--- src/rtl/pc_update_unit.sv ---
// Program-counter register with branch qualification and a multi-cycle exception-entry
// sequence (save EPC, fetch handler byte, load PC). Optional macro: PC_ALIGN_CHECK_EN.
module pc_update_unit #(
  parameter logic [31:0] PC_RESET   = 32'h0000_0000,
  parameter logic [7:0]  VEC_BASE   = 8'd253,
  parameter logic [31:0] EPC_OFFSET = 32'd4
) (
  input  logic        clk,
  input  logic        reset,
  input  logic [31:0] pc_next,
  input  logic        pc_write,
  input  logic        pc_write_cond,
  input  logic [1:0]  branch_op,
  input  logic        alu_zero,
  input  logic        alu_gt,
  input  logic        exc_req,
  input  logic [1:0]  exc_cause,
  output logic        vec_req,
  output logic [7:0]  vec_addr,
  input  logic        vec_ack,
  input  logic [7:0]  vec_data,
  output logic [31:0] pc,
  output logic [31:0] epc,
  output logic [1:0]  cause,
  output logic        busy
`ifdef PC_ALIGN_CHECK_EN
  ,
  output logic        align_err
`endif
);

  typedef enum logic [1:0] {IDLE, SAVE, REQ, LOAD} state_t;

  state_t      state, state_nxt;
  logic        cond_true;
  logic        ld;
  logic        exc_take;
  logic        pc_ld_idle;
  logic [7:0]  vec_byte;

  function automatic logic branch_cond(input logic [1:0] op, input logic z, input logic gt);
    case (op)
      2'b00:   return z;
      2'b01:   return !z;
      2'b10:   return !gt;
      default: return gt;
    endcase
  endfunction

  // Reserved cause 3 is folded onto the invalid-opcode handler.
  function automatic logic [1:0] fold_cause(input logic [1:0] c);
    return (c == 2'd3) ? 2'd0 : c;
  endfunction

  function automatic logic [31:0] pc_load_value(input logic [31:0] v);
`ifdef PC_ALIGN_CHECK_EN
    return {v[31:2], 2'b00};
`else
    return v;
`endif
  endfunction

  assign cond_true = branch_cond(branch_op, alu_zero, alu_gt);
  assign ld        = pc_write | (pc_write_cond & cond_true);

  always_ff @(posedge clk) begin
    if (reset) state <= IDLE;
    else       state <= state_nxt;
  end

  // Exception request outranks a same-cycle PC load; neither is seen outside IDLE.
  always_comb begin
    state_nxt  = state;
    exc_take   = 1'b0;
    pc_ld_idle = 1'b0;
    case (state)
      IDLE: begin
        if (exc_req) begin
          state_nxt = SAVE;
          exc_take  = 1'b1;
        end else if (ld) begin
          pc_ld_idle = 1'b1;
        end
      end
      SAVE:    state_nxt = REQ;
      REQ:     if (vec_ack) state_nxt = LOAD;
      LOAD:    state_nxt = IDLE;
      default: state_nxt = IDLE;
    endcase
  end

  always_ff @(posedge clk) begin
    if (reset) begin
      pc        <= PC_RESET;
      epc       <= 32'd0;
      cause     <= 2'd0;
      vec_req   <= 1'b0;
      vec_addr  <= 8'd0;
      busy      <= 1'b0;
      vec_byte  <= 8'd0;
`ifdef PC_ALIGN_CHECK_EN
      align_err <= 1'b0;
`endif
    end else begin
      busy    <= (state_nxt != IDLE);
      vec_req <= (state_nxt == REQ);
      if (exc_take) cause <= fold_cause(exc_cause);
      if (state == SAVE) begin
        epc      <= pc - EPC_OFFSET;
        vec_addr <= VEC_BASE + {6'd0, cause};
      end
      if (state == REQ && vec_ack) vec_byte <= vec_data;
      if (state == LOAD)   pc <= {24'd0, vec_byte};
      else if (pc_ld_idle) pc <= pc_load_value(pc_next);
`ifdef PC_ALIGN_CHECK_EN
      align_err <= pc_ld_idle && (pc_next[1:0] != 2'b00);
`endif
    end
  end

endmodule

--- config.mk ---
export PLATFORM = sky130hd
export DESIGN_NAME = pc_update_unit
export DESIGN_NICKNAME = d
export VERILOG_FILES = /design/src/rtl/pc_update_unit.sv
export SDC_FILE = /design/constraint.sdc
export NUM_CORES = 1
export LEC_CHECK = 0
export ABC_CLOCK_PERIOD_IN_PS = 2400
export CORE_MARGIN = 5
export CORE_UTILIZATION = 46
export DETAILED_ROUTE_END_ITERATION = 6
export PLACE_DENSITY = 0.8
export SLEW_MARGIN = 40
export SYNTH_ARGS = -nofsm -noshare
export SYNTH_HDL_FRONTEND = slang
export SYNTH_SLANG_ARGS = --single-unit
export TNS_END_PERCENT = 50
--- constraint.sdc ---
create_clock -name clk -period 2.4 [get_ports clk]
set_input_delay 0.36 -clock clk [delete_from_list [all_inputs] [get_ports clk]]
set_output_delay 0.36 -clock clk [all_outputs]
set_load 0.005 [all_outputs]
### Word level (Yosys, flattened, before mapping)

Index checks and enable logic that the tools add are counted.
Widths: inputs -> output; s select.

* bits in registers: 86
* input port bits: 52
* output and inout port bits: 76
* logic and storage cells: 40

* eq/ne operators: 7
* multiplexer cells: 12
* $add $sub $neg: 2
* bitwise gates (word level): 2
* reductions and logical operators: 8

Operators with widths (count)
* $sub 32x3->32 const B: 1
* $mux 8: 2
* $eq 2x2->1 const B: 5
* $pmux 2 s4: 1
* $mux 2: 3
* $mux 1: 5
* $add 3x3->4 const A: 1
* $eq 2x1->1 const B: 2
* $logic_not 2->1: 2
* $reduce_bool 2->1: 2
* $pmux 1 s3: 1
* $logic_not 1->1: 2
* $reduce_or 2->1: 1
* $and 1x1->1: 1
* $logic_and 1x1->1: 1
* $or 1x1->1: 1

### Longest topological paths before layout

Gate-level depths: netlist (run 1).

* depth in word-level cells: 9
* depth in mapped cells: 8
* depth with buffers taken out: 6

### Worst setup path before layout (run 1)

No wires, ideal clock.

* path type: reg2reg
* from: reg pc[21]
* to: reg epc[28]
* data required time: 2.288 ns
* library setup time: 0.112 ns
* arrival time: 1.918 ns
* path buffers: 0
* setup slack: 0.369 ns
* period minus slack after synthesis: 2.031 ns
* stages on the path, launching flop included: 5
* cell sequence: dfxtp_1 > or4_4 > or4_1 > or3_1 > a2111oi_1

* longest elaborated chain between the ends: 1

RTL lines
* start: declaration: RTL line 22 `output logic [31:0] pc,`
* start signal: assignment: RTL line 113 `if (state == LOAD) pc <= {24'd0, vec_byte};`
* start signal: assignment: RTL line 114 `else if (pc_ld_idle) pc <= pc_load_value(pc_next);`
* $sub 32x3->32: RTL line 109 `epc <= pc - EPC_OFFSET;`
* end signal: assignment: RTL line 109
* end: declaration: RTL line 23 `output logic [31:0] epc,`

No other way between the ends.
A chain may end at the register's enable or synchronous reset.

### Worst setup path after layout (run 1)

* from: reg pc[10]
* to: reg epc[25]

The elaborated chain is that of the path after synthesis.

==> impl_results.md, run 1 <==
- Power after layout: 6.42 mW
- Core area: 8300 um2
- Topmost layer with routed signal wires: met4
- Port Buf Inserts: 127
- Total number of vias: 4138
- Die height: 103 um
- Number of enable-type register cells in the synthesized netlist: 0
- CTS Hold Buffers Added: 0
- Delay of the slowest cell on the worst path: 0.64 ns
- Final instance count without filler cells: 690
- Number of unique standard cell types used by synthesis: 52
- Number of detailed-route iterations in the first pass: 7
- Final layout net count: 638
- Gate count of the mapped netlist: 464
- Clk_skew: 0.00833 ns
- Bufs on Longest Clock Path: 2
- Count of yosys warnings during synthesis: 0
- Final worst path period need: 2.22 ns
- Die extent in x: 103 um
- Clock tree from TritonCTS: yes
- Worst-case register-to-register setup slack: 0.18 ns
- Portion of synthesized cell area occupied by the leading cell type: 40.9%
- Total track usage: 22.6%
- Required time at the endpoint of the critical path: 2.66 ns
- Top cells by area, synth: dfxtp_1 (41%), o31ai_1 (7.8%), nand4_1 (5.7%), nor2_1 (4.8%), a311oi_1 (4.6%)
- Sequential fraction of design power: 32.1%
- PD cells: 1140 nW/um2
- Post-synthesis register bit count: 81
- Worst Setup EP: epc[25]$_SDFFE_PP0N_
- Worst Tran Pin Value: 0.585 ns
- Internal power of the cells: 3.99 mW
- Ys async rst share: 0%
- Post-route ant nets: 0
- Switching part of the total: 37.8%
- Clock insertion delay at the later pin of the skew report: 0.35 ns
- FP Rows: 33
- First DRT Iteration DRCs: 244
- Final routed wire length divided by cell count: 17.7 um
- Startpoint Class: flop
- Delay-heaviest family, CP: simple AND/OR/NAND/NOR gates
- Cts repair resizes: 0
- Final number of max-transition violations: 0
- Post-Place Cells: 674
- Number of cell instances on the worst register-to-register path: 5
- Worst Setup SP: pc[10]$_SDFFE_PP0P_
- Buffers plus inverters on the worst setup path: 1
- Max VDD drop: 530 uV
- Global-route wire length before repair: 18.9 mm
- Cell chain of the critical path: nor4_1, nand4_1, buf_12, or4_2, a311oi_1
- Worst path setup slack after routing: 0.177 ns
- Highest attainable clock frequency: 450 MHz
- Endpoints failing setup: 0
- Fin util: 67.6%
- Worst slew margin: 60.7%
- Total non-filler cell area in the finished layout: 5610 um2
- Routability-driven placement congestion ratio: 0.888
- Synthesized net count: 522
- Initial antenna violation count: 0
- Max stage delay cell, worst path: or4_2
- Net switching power of the design: 2.43 mW
- Prevailing post-synth register cell: dfxtp_1
- Final hold violation count: 0
- Routed metal-1 wirelength: 4.99 mm
- Pin count of the biggest net entering global routing: 33
- Share of the yosys chip area belonging to registers: 40.9%
- Total negative slack: 0 ns
- Number of clock sinks seen by CTS: 81
- Met3 wire len: 912 um
- Detail-routed via count per cell: 6.00
- Biggest fanout along the worst timing path: 24
- RSZ-0062 raised after global routing: false
- Post-synthesis average cell area: 8.55 um2
- Setup slack at placement: 0.167 ns
- Category of the worst setup path capture point: flop
- Start-to-end type of the worst setup path: reg -> reg
- Endpoint of the lowest-slack register-to-register path: epc[25]$_SDFFE_PP0N_
- CTS HTree Levels: 3
- Layout overhead on the synthesized area: 41.3%
- Outcome: finished with violations
- Number of buffers inserted during clock tree synthesis: 9
- Total congestion overflow after global routing: 0
- Clock network fraction of total power: 16.6%
- Layout cell share with drive strength beyond 1: 10.3%
- Reg-to-reg critical path startpoint: pc[10]$_SDFFE_PP0P_
- Worst path arrival time: 2.49 ns
- Number of max-cap violations: 0
- Full die area: 10600 um2
- Combinational share of power: 51.3%
- Worst Hold Margin: 0.386 ns
- I/O pin cnt: 128
- Failing checks: design-rule violations
- DRC violation count after routing: 4
- Total placed instance area: 5400 um2
- Post-CTS Setup Bufs: 0
- Class of the tightest hold or removal check: in -> reg
- Detailed-placement wirelength estimate: 8.92 mm
- Initial standard-cell utilization of the core: 47.8%
- Post-Synthesis Cell Area: 3970 um2
- Wire length after detailed routing: 12.2 mm
- Via count of the first global-routing pass: 3856
- Final cycle utilization of the critical path: 92.6%
- Detail Route met2 WL: 5.94 mm
- Clk Tree Root Cell: clkbuf_8
- Register clock-pin slew on the reported worst setup and hold paths: 0.08 ns
- Diode insertion count for antenna repair: 0
- Cell depth of the worst setup path: 5
- Leakage power summed over all cells: 2.05 nW
- Cell accounting for the most synthesized area: dfxtp_1
==> how the worst min path moves through the flow <==
stage | cells past startpoint | startpoint | endpoint | slack (ns)
floorplan | 2 | vec_byte[0]$_SDFFE_PP0P_ | vec_byte[0]$_SDFFE_PP0P_ | 0.44
finish | 2 | reset | epc[0]$_SDFFE_PP0N_ | 0.39
global placement | 2 | vec_byte[4]$_SDFFE_PP0P_ | vec_byte[4]$_SDFFE_PP0P_ | 0.45
global route | 2 | reset | epc[0]$_SDFFE_PP0N_ | 0.41
detailed placement | 2 | vec_byte[2]$_SDFFE_PP0P_ | vec_byte[2]$_SDFFE_PP0P_ | 0.45
CTS | 2 | reset | epc[0]$_SDFFE_PP0N_ | 0.38
==> state kept, by name, indices dropped and copies added (netlist names) <==
name      flops
epc          32
pc           32
vec_byte      8
vec_addr      3
cause         2
state         2
busy          1
vec_req       1
==> worst reg2reg max path: stages, from the launching register on <==
cell,delay (ns)
dfxtp_1,0.32
nor4_1,0.46
nand4_1,0.23
buf_12,0.21
or4_2,0.64
a311oi_1,0.27
==> layout by cell type (no fill, tap or decap), types with 11 or more instances in the layout <==
cell | Yosys | layout
buf_4 | 5 | 24
a311oi_1 | 21 | 21
nand4_1 | 36 | 36
nand3_1 | 11 | 11
dfxtp_1 | 81 | 81
nor4_1 | 12 | 11
or4_1 | 12 | 12
o31ai_1 | 41 | 41
a21oi_1 | 34 | 34
clkdlybuf4s50_1 | 0 | 126
a211oi_1 | 12 | 12
nand2_1 | 19 | 19
nor2_1 | 51 | 51
==> power by group through the flow <==
stage | logic (mW) | clock network, mW | registers [mW]
after floorplan | 1.86 | 0 | 2.07
after global placement | 3.19 | 0 | 2.07
after detailed placement | 3.28 | 0 | 2.09
after CTS | 3.30 | 1.08 | 2.06
after global routing | 3.60 | 1.15 | 2.12
final | 3.30 | 1.07 | 2.06
==> routing by layer <==
metal  track usage [%]  vias up
li1                  -     1993
met1              29.1     1948
met2              37.3      169
met3              3.86       28
met4              9.56        0
met5                 0        -
==> cells in the mapped netlist (2+ instances only) <==
cell / instances
ha_1: 6
a211oi_1: 12
xnor2_1: 3
clkbuf_8: 3
nand3b_1: 3
or3_1: 4
a2111oi_0: 2
or3_2: 2
a311oi_1: 21
a21oi_1: 34
o21ai_0: 4
nor4_1: 12
nor3b_1: 2
o311a_1: 2
o31ai_1: 41
xor2_1: 5
nor3_1: 4
or2_2: 3
nand2_1: 19
dfxtp_1: 81
mux2i_1: 4
or4_1: 12
nor2b_1: 6
nor2_1: 51
buf_4: 5
and2_1: 4
nand3_1: 11
nand4_1: 36
clkbuf_1: 38
buf_1: 3
inv_1: 10
==> final cells by class <==
type	instances	area [um2]
clock buffer	10	128
fill	690	2690
sequential	81	1620
inverter	10	37.5
tap	105	131
multi-input combinational	323	2080
clock inverter	6	82.6
timing repair buffer	155	1530
==> cell families (layout without fill, tap and decap cells) <==
group	after synthesis	after routing	share of synthesized area [%]
AND/OR/NAND/NOR	178	178	24.4
AO/OA/AOI/OAI	127	127	23.0
flip-flops	81	81	40.9
buffers and inverters	60	181	7.10
XOR/XNOR	8	8	1.77
adder cells (fa/ha/maj)	6	6	1.89
multiplexers	4	4	1.01
Note: power is estimated with default switching activity, not from simulation.
==> run 2, diff against run 1 <==
--- a/config.mk
+++ b/config.mk
@@ -6,6 +6,7 @@
 export NUM_CORES = 1
 export LEC_CHECK = 0
 export ABC_CLOCK_PERIOD_IN_PS = 2400
+export CAP_MARGIN = 40
 export CORE_MARGIN = 5
 export CORE_UTILIZATION = 46
 export DETAILED_ROUTE_END_ITERATION = 6
==> results of run 2 <==
No change in the layout: final DEF, timing and power equal those of run 1.
